===== config.mk =====
export PLATFORM = sky130hd
export DESIGN_NAME = id_ex_stage
export DESIGN_NICKNAME = d
export VERILOG_FILES = /design/src/rtl/butterfly_pkg.sv /design/src/rtl/id_ex_stage_fwd_mux.sv /design/src/rtl/id_ex_stage.sv
export SDC_FILE = /design/constraint.sdc
export NUM_CORES = 1
export LEC_CHECK = 0
export ABC_CLOCK_PERIOD_IN_PS = 6100
export BUFFER_PORTS_ARGS = -buffer_cell sky130_fd_sc_hd__buf_4
export CAP_MARGIN = 10
export CORE_ASPECT_RATIO = 0.5
export CORE_MARGIN = 2
export CORE_UTILIZATION = 49
export DETAILED_ROUTE_END_ITERATION = 8
export PLACE_DENSITY_LB_ADDON = 0.2
export SYNTH_ARGS = -nofsm -noshare
export SYNTH_HDL_FRONTEND = slang
export SYNTH_SLANG_ARGS = --single-unit

===== constraint.sdc =====
create_clock -name clk_i -period 6.1 [get_ports clk_i]
set_clock_uncertainty 0.2 [all_clocks]
set_input_delay 0.61 -clock clk_i [delete_from_list [all_inputs] [get_ports clk_i]]
set_output_delay 0.61 -clock clk_i [all_outputs]
set_load 0.01 [all_outputs]

===== src/rtl/butterfly_pkg.sv =====
// Shared types and constants for the ID/EX pipeline register and its forwarding muxes.
// The registered-field struct is sized by the package widths, so instances should keep those defaults.
package butterfly_pkg;

    localparam int XLEN     = 32;
    localparam int REG_AW   = 5;
    localparam int STALL_CW = 16;

    typedef enum logic [3:0] {
        ALU_ADD  = 4'd0,
        ALU_SUB  = 4'd1,
        ALU_AND  = 4'd2,
        ALU_OR   = 4'd3,
        ALU_XOR  = 4'd4,
        ALU_SLT  = 4'd5,
        ALU_SLTU = 4'd6,
        ALU_SLL  = 4'd7,
        ALU_SRL  = 4'd8,
        ALU_SRA  = 4'd9
    } alu_op_e;

    typedef struct packed {
        logic [XLEN-1:0]   pc;
        logic [REG_AW-1:0] rs1_addr;
        logic [REG_AW-1:0] rs2_addr;
        logic [XLEN-1:0]   rs1_data;
        logic [XLEN-1:0]   rs2_data;
        logic [XLEN-1:0]   imm;
        alu_op_e           alu_op;
        logic              src_a_pc;
        logic              src_b_imm;
        logic [REG_AW-1:0] rd_addr;
        logic              rd_we;
    } id_ex_t;

    // All-zero image also encodes alu_op = ALU_ADD.
    localparam id_ex_t ID_EX_RESET = '0;

    // A producer feeds a source only if it writes, the indices agree, and the source is not x0.
    function automatic logic rd_match(input logic              we,
                                      input logic [REG_AW-1:0] rd_addr,
                                      input logic [REG_AW-1:0] rs_addr);
        return we && (rd_addr == rs_addr) && (rs_addr != '0);
    endfunction

endpackage


===== src/rtl/id_ex_stage_fwd_mux.sv =====
// Operand bypass mux: x0 forces zero, then EX/MEM, then MEM/WB, else the stored register data.
module fwd_mux
    import butterfly_pkg::*;
#(
    parameter int XLEN   = butterfly_pkg::XLEN,
    parameter int REG_AW = butterfly_pkg::REG_AW
) (
    input  logic [REG_AW-1:0] rs_addr_i,
    input  logic [XLEN-1:0]   rs_data_i,
    input  logic [REG_AW-1:0] exm_rd_addr_i,
    input  logic              exm_rd_we_i,
    input  logic [XLEN-1:0]   exm_result_i,
    input  logic [REG_AW-1:0] mwb_rd_addr_i,
    input  logic              mwb_rd_we_i,
    input  logic [XLEN-1:0]   mwb_result_i,
    output logic [XLEN-1:0]   fwd_data_o
);

    always_comb begin
        // NOTE: default assigned first so every path drives the output; a missing branch would infer a latch.
        fwd_data_o = rs_data_i;
        if (rs_addr_i == '0) begin
            fwd_data_o = '0;
        end else if (rd_match(exm_rd_we_i, exm_rd_addr_i, rs_addr_i)) begin
            fwd_data_o = exm_result_i;
        end else if (rd_match(mwb_rd_we_i, mwb_rd_addr_i, rs_addr_i)) begin
            fwd_data_o = mwb_result_i;
        end
    end

endmodule


===== src/rtl/id_ex_stage.sv =====
// ID/EX pipeline register feeding the ALU: valid/ready capture, stall hold with MEM/WB refresh,
// combinational EX/MEM and MEM/WB bypass on the operands, and a saturating stall counter.
module id_ex_stage
    import butterfly_pkg::*;
#(
    parameter int XLEN     = butterfly_pkg::XLEN,
    parameter int REG_AW   = butterfly_pkg::REG_AW,
    parameter int STALL_CW = butterfly_pkg::STALL_CW
) (
    input  logic                clk_i,
    input  logic                rst_i,
    input  logic                id_valid_i,
    output logic                id_ready_o,
    input  logic [XLEN-1:0]     id_pc_i,
    input  logic [REG_AW-1:0]   id_rs1_addr_i,
    input  logic [REG_AW-1:0]   id_rs2_addr_i,
    input  logic [XLEN-1:0]     id_rs1_data_i,
    input  logic [XLEN-1:0]     id_rs2_data_i,
    input  logic [XLEN-1:0]     id_imm_i,
    input  logic [3:0]          id_alu_op_i,
    input  logic                id_src_a_pc_i,
    input  logic                id_src_b_imm_i,
    input  logic [REG_AW-1:0]   id_rd_addr_i,
    input  logic                id_rd_we_i,
    input  logic [REG_AW-1:0]   exm_rd_addr_i,
    input  logic                exm_rd_we_i,
    input  logic [XLEN-1:0]     exm_result_i,
    input  logic [REG_AW-1:0]   mwb_rd_addr_i,
    input  logic                mwb_rd_we_i,
    input  logic [XLEN-1:0]     mwb_result_i,
    input  logic                ex_ready_i,
    input  logic                flush_i,
    output logic                ex_valid_o,
    output logic [XLEN-1:0]     operand_a_o,
    output logic [XLEN-1:0]     operand_b_o,
    output logic [3:0]          alu_op_o,
    output logic [XLEN-1:0]     ex_pc_o,
    output logic [XLEN-1:0]     ex_store_data_o,
    output logic [REG_AW-1:0]   ex_rd_addr_o,
    output logic                ex_rd_we_o,
    output logic [STALL_CW-1:0] stall_cnt_o
);

    localparam logic [STALL_CW-1:0] CNT_ONE = STALL_CW'(1);

    logic                r_valid;
    id_ex_t              r_q;
    logic [STALL_CW-1:0] r_stall_cnt;

    id_ex_t              w_id_fields;
    logic                w_hold;
    logic                w_capture;
    logic [XLEN-1:0]     w_fwd_rs1;
    logic [XLEN-1:0]     w_fwd_rs2;

    assign id_ready_o = !r_valid || ex_ready_i;
    assign w_hold     = r_valid && !ex_ready_i;
    // A flushed capture is dropped outright, so the held fields are left untouched.
    assign w_capture  = id_valid_i && id_ready_o && !flush_i;

    assign w_id_fields = '{
        pc:        id_pc_i,
        rs1_addr:  id_rs1_addr_i,
        rs2_addr:  id_rs2_addr_i,
        rs1_data:  id_rs1_data_i,
        rs2_data:  id_rs2_data_i,
        imm:       id_imm_i,
        alu_op:    alu_op_e'(id_alu_op_i),
        src_a_pc:  id_src_a_pc_i,
        src_b_imm: id_src_b_imm_i,
        rd_addr:   id_rd_addr_i,
        rd_we:     id_rd_we_i
    };

    always_ff @(posedge clk_i) begin
        // NOTE: reset is tested inside the clocked block (synchronous); all state uses non-blocking assignments.
        if (rst_i) begin
            r_valid     <= 1'b0;
            r_q         <= ID_EX_RESET;
            r_stall_cnt <= '0;
        end else begin
            if (flush_i) begin
                r_valid <= 1'b0;
            end else if (id_ready_o) begin
                r_valid <= id_valid_i;
            end

            // While stalled, a retiring MEM/WB producer would otherwise be lost before EX consumes us.
            if (w_capture) begin
                r_q <= w_id_fields;
            end else if (w_hold) begin
                if (rd_match(mwb_rd_we_i, mwb_rd_addr_i, r_q.rs1_addr)) begin
                    r_q.rs1_data <= mwb_result_i;
                end
                if (rd_match(mwb_rd_we_i, mwb_rd_addr_i, r_q.rs2_addr)) begin
                    r_q.rs2_data <= mwb_result_i;
                end
            end

            if (w_hold && (r_stall_cnt != '1)) begin
                r_stall_cnt <= r_stall_cnt + CNT_ONE;
            end
        end
    end

    fwd_mux #(.XLEN(XLEN), .REG_AW(REG_AW)) u_fwd_rs1 (
        .rs_addr_i     (r_q.rs1_addr),
        .rs_data_i     (r_q.rs1_data),
        .exm_rd_addr_i (exm_rd_addr_i),
        .exm_rd_we_i   (exm_rd_we_i),
        .exm_result_i  (exm_result_i),
        .mwb_rd_addr_i (mwb_rd_addr_i),
        .mwb_rd_we_i   (mwb_rd_we_i),
        .mwb_result_i  (mwb_result_i),
        .fwd_data_o    (w_fwd_rs1)
    );

    fwd_mux #(.XLEN(XLEN), .REG_AW(REG_AW)) u_fwd_rs2 (
        .rs_addr_i     (r_q.rs2_addr),
        .rs_data_i     (r_q.rs2_data),
        .exm_rd_addr_i (exm_rd_addr_i),
        .exm_rd_we_i   (exm_rd_we_i),
        .exm_result_i  (exm_result_i),
        .mwb_rd_addr_i (mwb_rd_addr_i),
        .mwb_rd_we_i   (mwb_rd_we_i),
        .mwb_result_i  (mwb_result_i),
        .fwd_data_o    (w_fwd_rs2)
    );

    assign ex_valid_o      = r_valid;
    assign operand_a_o     = r_q.src_a_pc  ? r_q.pc  : w_fwd_rs1;
    assign operand_b_o     = r_q.src_b_imm ? r_q.imm : w_fwd_rs2;
    assign alu_op_o        = r_q.alu_op;
    assign ex_pc_o         = r_q.pc;
    assign ex_store_data_o = w_fwd_rs2;
    assign ex_rd_addr_o    = r_q.rd_addr;
    assign ex_rd_we_o      = r_q.rd_we && r_valid;
    assign stall_cnt_o     = r_stall_cnt;

endmodule


# Word-level counts from Yosys, hierarchy flattened
# Index checks and enable logic that the tools add are counted.
# word_totals
regBits	167
input_bits	231
output_inout_bits	156
word_cells	52
# op_classes
n_addsub	1
eq_ne	5
mux	10
n_reduce_logical	23
# ops
operator	n
$mux 32	8
$mux 64	2
$eq 5x5->1	4
$add 16x1->16 const B	1
$ne 16x16->1 const B	1
$logic_and 1x1->1	13
$logic_not 5->1	2
$reduce_bool 5->1	2
$logic_not 1->1	3
$reduce_bool 2->1	1
$reduce_or 2->1	1
$logic_or 1x1->1	1

# Depth between registers and ports, before layout
# logic_depth
word_depth	7
ltp_mapped	8
mapped_depth_nobuf	6

# Cells and area by module
# Synthesis repeated with hierarchy kept, for this count alone.
# unflattened
cells_unflattened	1338
hier_area_um2	10490.1
# modules_own_cells
module	n_inst	cells_per_inst	area_each_um2	seq_area_each_um2
id_ex_stage	1	990	8388.0	3343.2
fwd_mux	2	174	1051.0	0.0

# Worst setup path before layout
# Ideal clock, no wire load.
# synth_path
path_kind	in2out
startpoint	input port mwb_rd_addr_i[1]
endpoint	output port operand_b_o[12]
t_arrival_ns	2.132
t_required_ns	5.290
setup_slack_ns	3.158
path_stages	7
n_path_buf	2
path_cell_list	xor2_1 -> nor3_1 -> and3_1 -> buf_2 -> buf_4 -> a211oi_1 -> o31ai_1
# synth_via
elab_chain_cells	7
# synth_lines
element	line_no	text
from (decl)	id_ex_stage.sv:28	input logic [REG_AW-1:0] mwb_rd_addr_i,
$eq 5x5->1	butterfly_pkg.sv:43	return we && (rd_addr == rs_addr) && (rs_addr != '0);
$logic_and 1x1->1 (2 in series)	butterfly_pkg.sv:43	
$mux 32	n/a	
$mux 32	id_ex_stage_fwd_mux.sv:24	end else if (rd_match(exm_rd_we_i, exm_rd_addr_i, rs_addr_i)) begin
$mux 32	id_ex_stage_fwd_mux.sv:22	if (rs_addr_i == '0) begin
$mux 32	id_ex_stage.sv:132	assign operand_b_o = r_q.src_b_imm ? r_q.imm : w_fwd_rs2;
to (decl)	id_ex_stage.sv:35	output logic [XLEN-1:0] operand_b_o,
# Every way passes these cells.

# Worst setup path in the final report
# layout_path
startpoint	register r_q[110] (netlist name)
endpoint	output port operand_b_o[22]
# layout_via
elab_chain_cells	7
word_cells_on_any_way	12
classes_between	eq/ne: 2; mux: 4; reduce/logical: 6
# layout_lines
element	line_no	text
from (decl)	id_ex_stage.sv:47	id_ex_t r_q;
from (signal assigned)	id_ex_stage.sv:90	r_q <= w_id_fields;
$eq 5x5->1	butterfly_pkg.sv:43	
$logic_and 1x1->1 (2 in series)	butterfly_pkg.sv:43	
$mux 32	n/a	
$mux 32	id_ex_stage_fwd_mux.sv:24	
$mux 32 *	id_ex_stage_fwd_mux.sv:22	
$mux 32 *	id_ex_stage.sv:132	
# Mark *: on every way between the ends. The rest lies on a longest branch, timed or not.

==> results.txt <==
post-DP HPWL: 28500 um
critical path class: register to output port
cts hold-fix bufs: 0
Clk Latency, worst-skew pair: 0.44 ns
global route hottest layer: met2
Die X: 207 um
Storage cell area: 0.00334 mm^2
GRT Overall Usage: 36.8%
CP Capture Type: output port
Initial Utilization: 49.5%
Filler cells: 1818
leading area contributor after synthesis: dfxtp_1
RR Endpoint: r_q[71]$_SDFFE_PP0P_
Placeable Area: 0.0204 mm^2
WHS Path Cells: 2
Die Y: 105 um
TNS Setup: 0 ns
number of flops mapped to enable cells by yosys: 0
Vias: 11900
Syn Std Cell Area: 0.0101 mm^2
Final setup violation count: 0
Worst R2R Start: r_q[110]$_SDFFE_PP0P_
first-pass GRT wire length: 61900 um
Final Cycle Share: 78.1%
Max Root-Sink Buffers: 2
vias in the first global route: 11300
synth cell count leaders: nand2_1 (364), dfxtp_1 (167), clkbuf_1 (108)
Yosys warning total: 0
CTS tree: yes
grt ovf: 0
Placer Congestion: 0.978
H-tree depth: 4
Syn Area/Cell: 7.05 um^2
Worst setup SP type: register
Seq cells post-synth: 167
final setup margin: 1.34 ns
Port Buffer Count: 386
# clock sinks: 167
Total Power: 2.95 mW
minimum clock period: 4.76 ns
ys flop type: dfxtp_1
Max VDD drop: 0.000193 V
FMAX: 0.210 GHz
pin count of the biggest net entering global routing: 101
Mapped Cells: 1430
multi-input combinational cell area: 0.00567 mm^2
CP Max Fanout: 50
worst-margin pin slew: 1.12 ns
Routed WL: 41200 um
Leak: 5.22 nW
count leader, synth: nand2_1
Final Cell Area: 0.0132 mm^2
reg2reg setup slack: 2.52 ns
row count: 37
# resized after CTS: 0
Post-CTS Setup Inserts: 0
syn_nets: 1662
Yosys top cell area share: 33.2%
vias per cell: 6.07
placed cell count: 1926
Cell variety after synth: 42
RSZ-0062 raised after global routing: false
Slew Limit Fails: 0
synth top area cells: dfxtp_1 (33%), nand2_1 (14%), a211oi_1 (7.7%), a311oi_1 (5.2%), a21oi_1 (4.5%)
M2 GR Usage: 57.2%
Min-Delay Path Class: primary input to register
clock tree root buffer cell: clkbuf_16
layout cells sized above 1: 28.5%
Pwr per Cell Area: 223 mW/mm^2
Worst-path clk slew: 0.07 ns
Reg2Reg Depth: 6
Ports: 387
Worst Path Required: 5.29 ns
DR WL/cell: 21.0 um
Final Non-Filler Cells: 1957
crit path to: operand_b_o[22]
Detail Route Antenna Nets: 0
met1 Use GR: 47.7%
DR DRC count: 0
run status: finished, final reports clean
Final Hold Vio Count: 0
Rel. slew slack: 25.6%
drt pass-1 iters: 7
DP Worst Slack: 1.55 ns
Layout Nets: 1904
Layout area overhead: 31.2%
Seq/Total Area, Yosys: 33.2%
critical path arrival: 3.95 ns
antenna violations before repair: 0
CTS Buf Count: 17
GRT met3 Usage: 10.9%
CP startpoint: r_q[110]$_SDFFE_PP0P_
die area: 0.0218 mm^2
Max-Cap Viols: 0
diode count: 0
initial DRC count: 1596
placed cell areas: 0.0126 mm^2
Synth async-reset ratio: 0%
-- placed cells by master, fill, tap and decap left out, types with 15 or more instances in the layout --
master,count
a211oi_1,104
a211oi_2,28
a21oi_1,90
a311oi_1,60
a31oi_1,66
buf_4,400
clkbuf_16,17
dfxtp_1,166
inv_1,67
nand2_1,363
nor2_1,88
nor3_1,39
o21ai_0,39
o21ai_1,28
o31ai_1,33
xor2_1,15
-- layer usage --
metal | up-vias | routed length [um]
met1 | 5610 | 16400
met4 | 0 | 1430
met3 | 94 | 4790
li1 | 5455 | -
met2 | 725 | 18500
met5 | - | 0
-- how the worst min path moves through the flow --
stage	startpoint	endpoint	slack (ns)
floorplan	r_q[0]$_SDFFE_PP0P_	r_q[0]$_SDFFE_PP0P_	0.23
global placement	r_q[0]$_SDFFE_PP0P_	r_q[0]$_SDFFE_PP0P_	0.24
detailed placement	r_q[18]$_SDFFE_PP0P_	r_q[18]$_SDFFE_PP0P_	0.25
CTS	flush_i	ex_valid_o$_SDFFE_PP0N_	0.17
global route	flush_i	ex_valid_o$_SDFFE_PP0N_	0.17
finish	flush_i	ex_valid_o$_SDFFE_PP0N_	0.19
-- report_power, final --
| group | switching, mW | internal, mW |
|---|---|---|
| registers | 0.0380 | 1.15 |
| clock network | 0.481 | 0.653 |
| logic | 0.370 | 0.265 |
-- worst max-delay path: stages, from the launching register on --
cell	delay, ns
dfxtp_1	0.37
or2_2	0.34
o21ai_4	0.74
and3_2	1.06
buf_4	0.36
a211oi_1	0.13
o31ai_1	0.31
buf_4	0.18
-- cell type report --
class | instances | share of cell area, %
clock inverter | 12 | 1.15
tap | 273 | 2.58
multi-input combinational | 1017 | 42.9
sequential | 167 | 25.3
timing repair buffer | 401 | 22.8
clock buffer | 19 | 3.35
inverter | 68 | 1.93
-- stage by stage --
| stage | hold WS [ns] | utilization, % |
|---|---|---|
| 2_1_floorplan | 0.232 | - |
| 3_3_place_gp | 0.239 | 62.0 |
| 3_5_place_dp | 0.247 | 62.0 |
| 4_1_cts | 0.169 | 64.9 |
| 5_1_grt | 0.166 | 64.9 |
| 6_report | 0.187 | 64.9 |
-- sequential cells by signal, indices dropped and copies added (netlist names) --
name,count
alu_op_o,4
ex_pc_o,32
ex_rd_addr_o,5
ex_valid_o,1
r_q,109
stall_cnt_o,16
-- cells by family after synthesis --
logic type                 Yosys count  share of synthesized area, %
adders and majority gates            1                         0.124
and+or+nand+nor                    532                          21.4
DFF                                167                          33.2
AOI/OAI and AO/OA                  454                          31.3
muxes                                1                        0.0994
buffers and inverters              246                          11.4
xor gates and xnor gates            29                          2.52
Note: power is estimated with default switching activity, not from simulation.
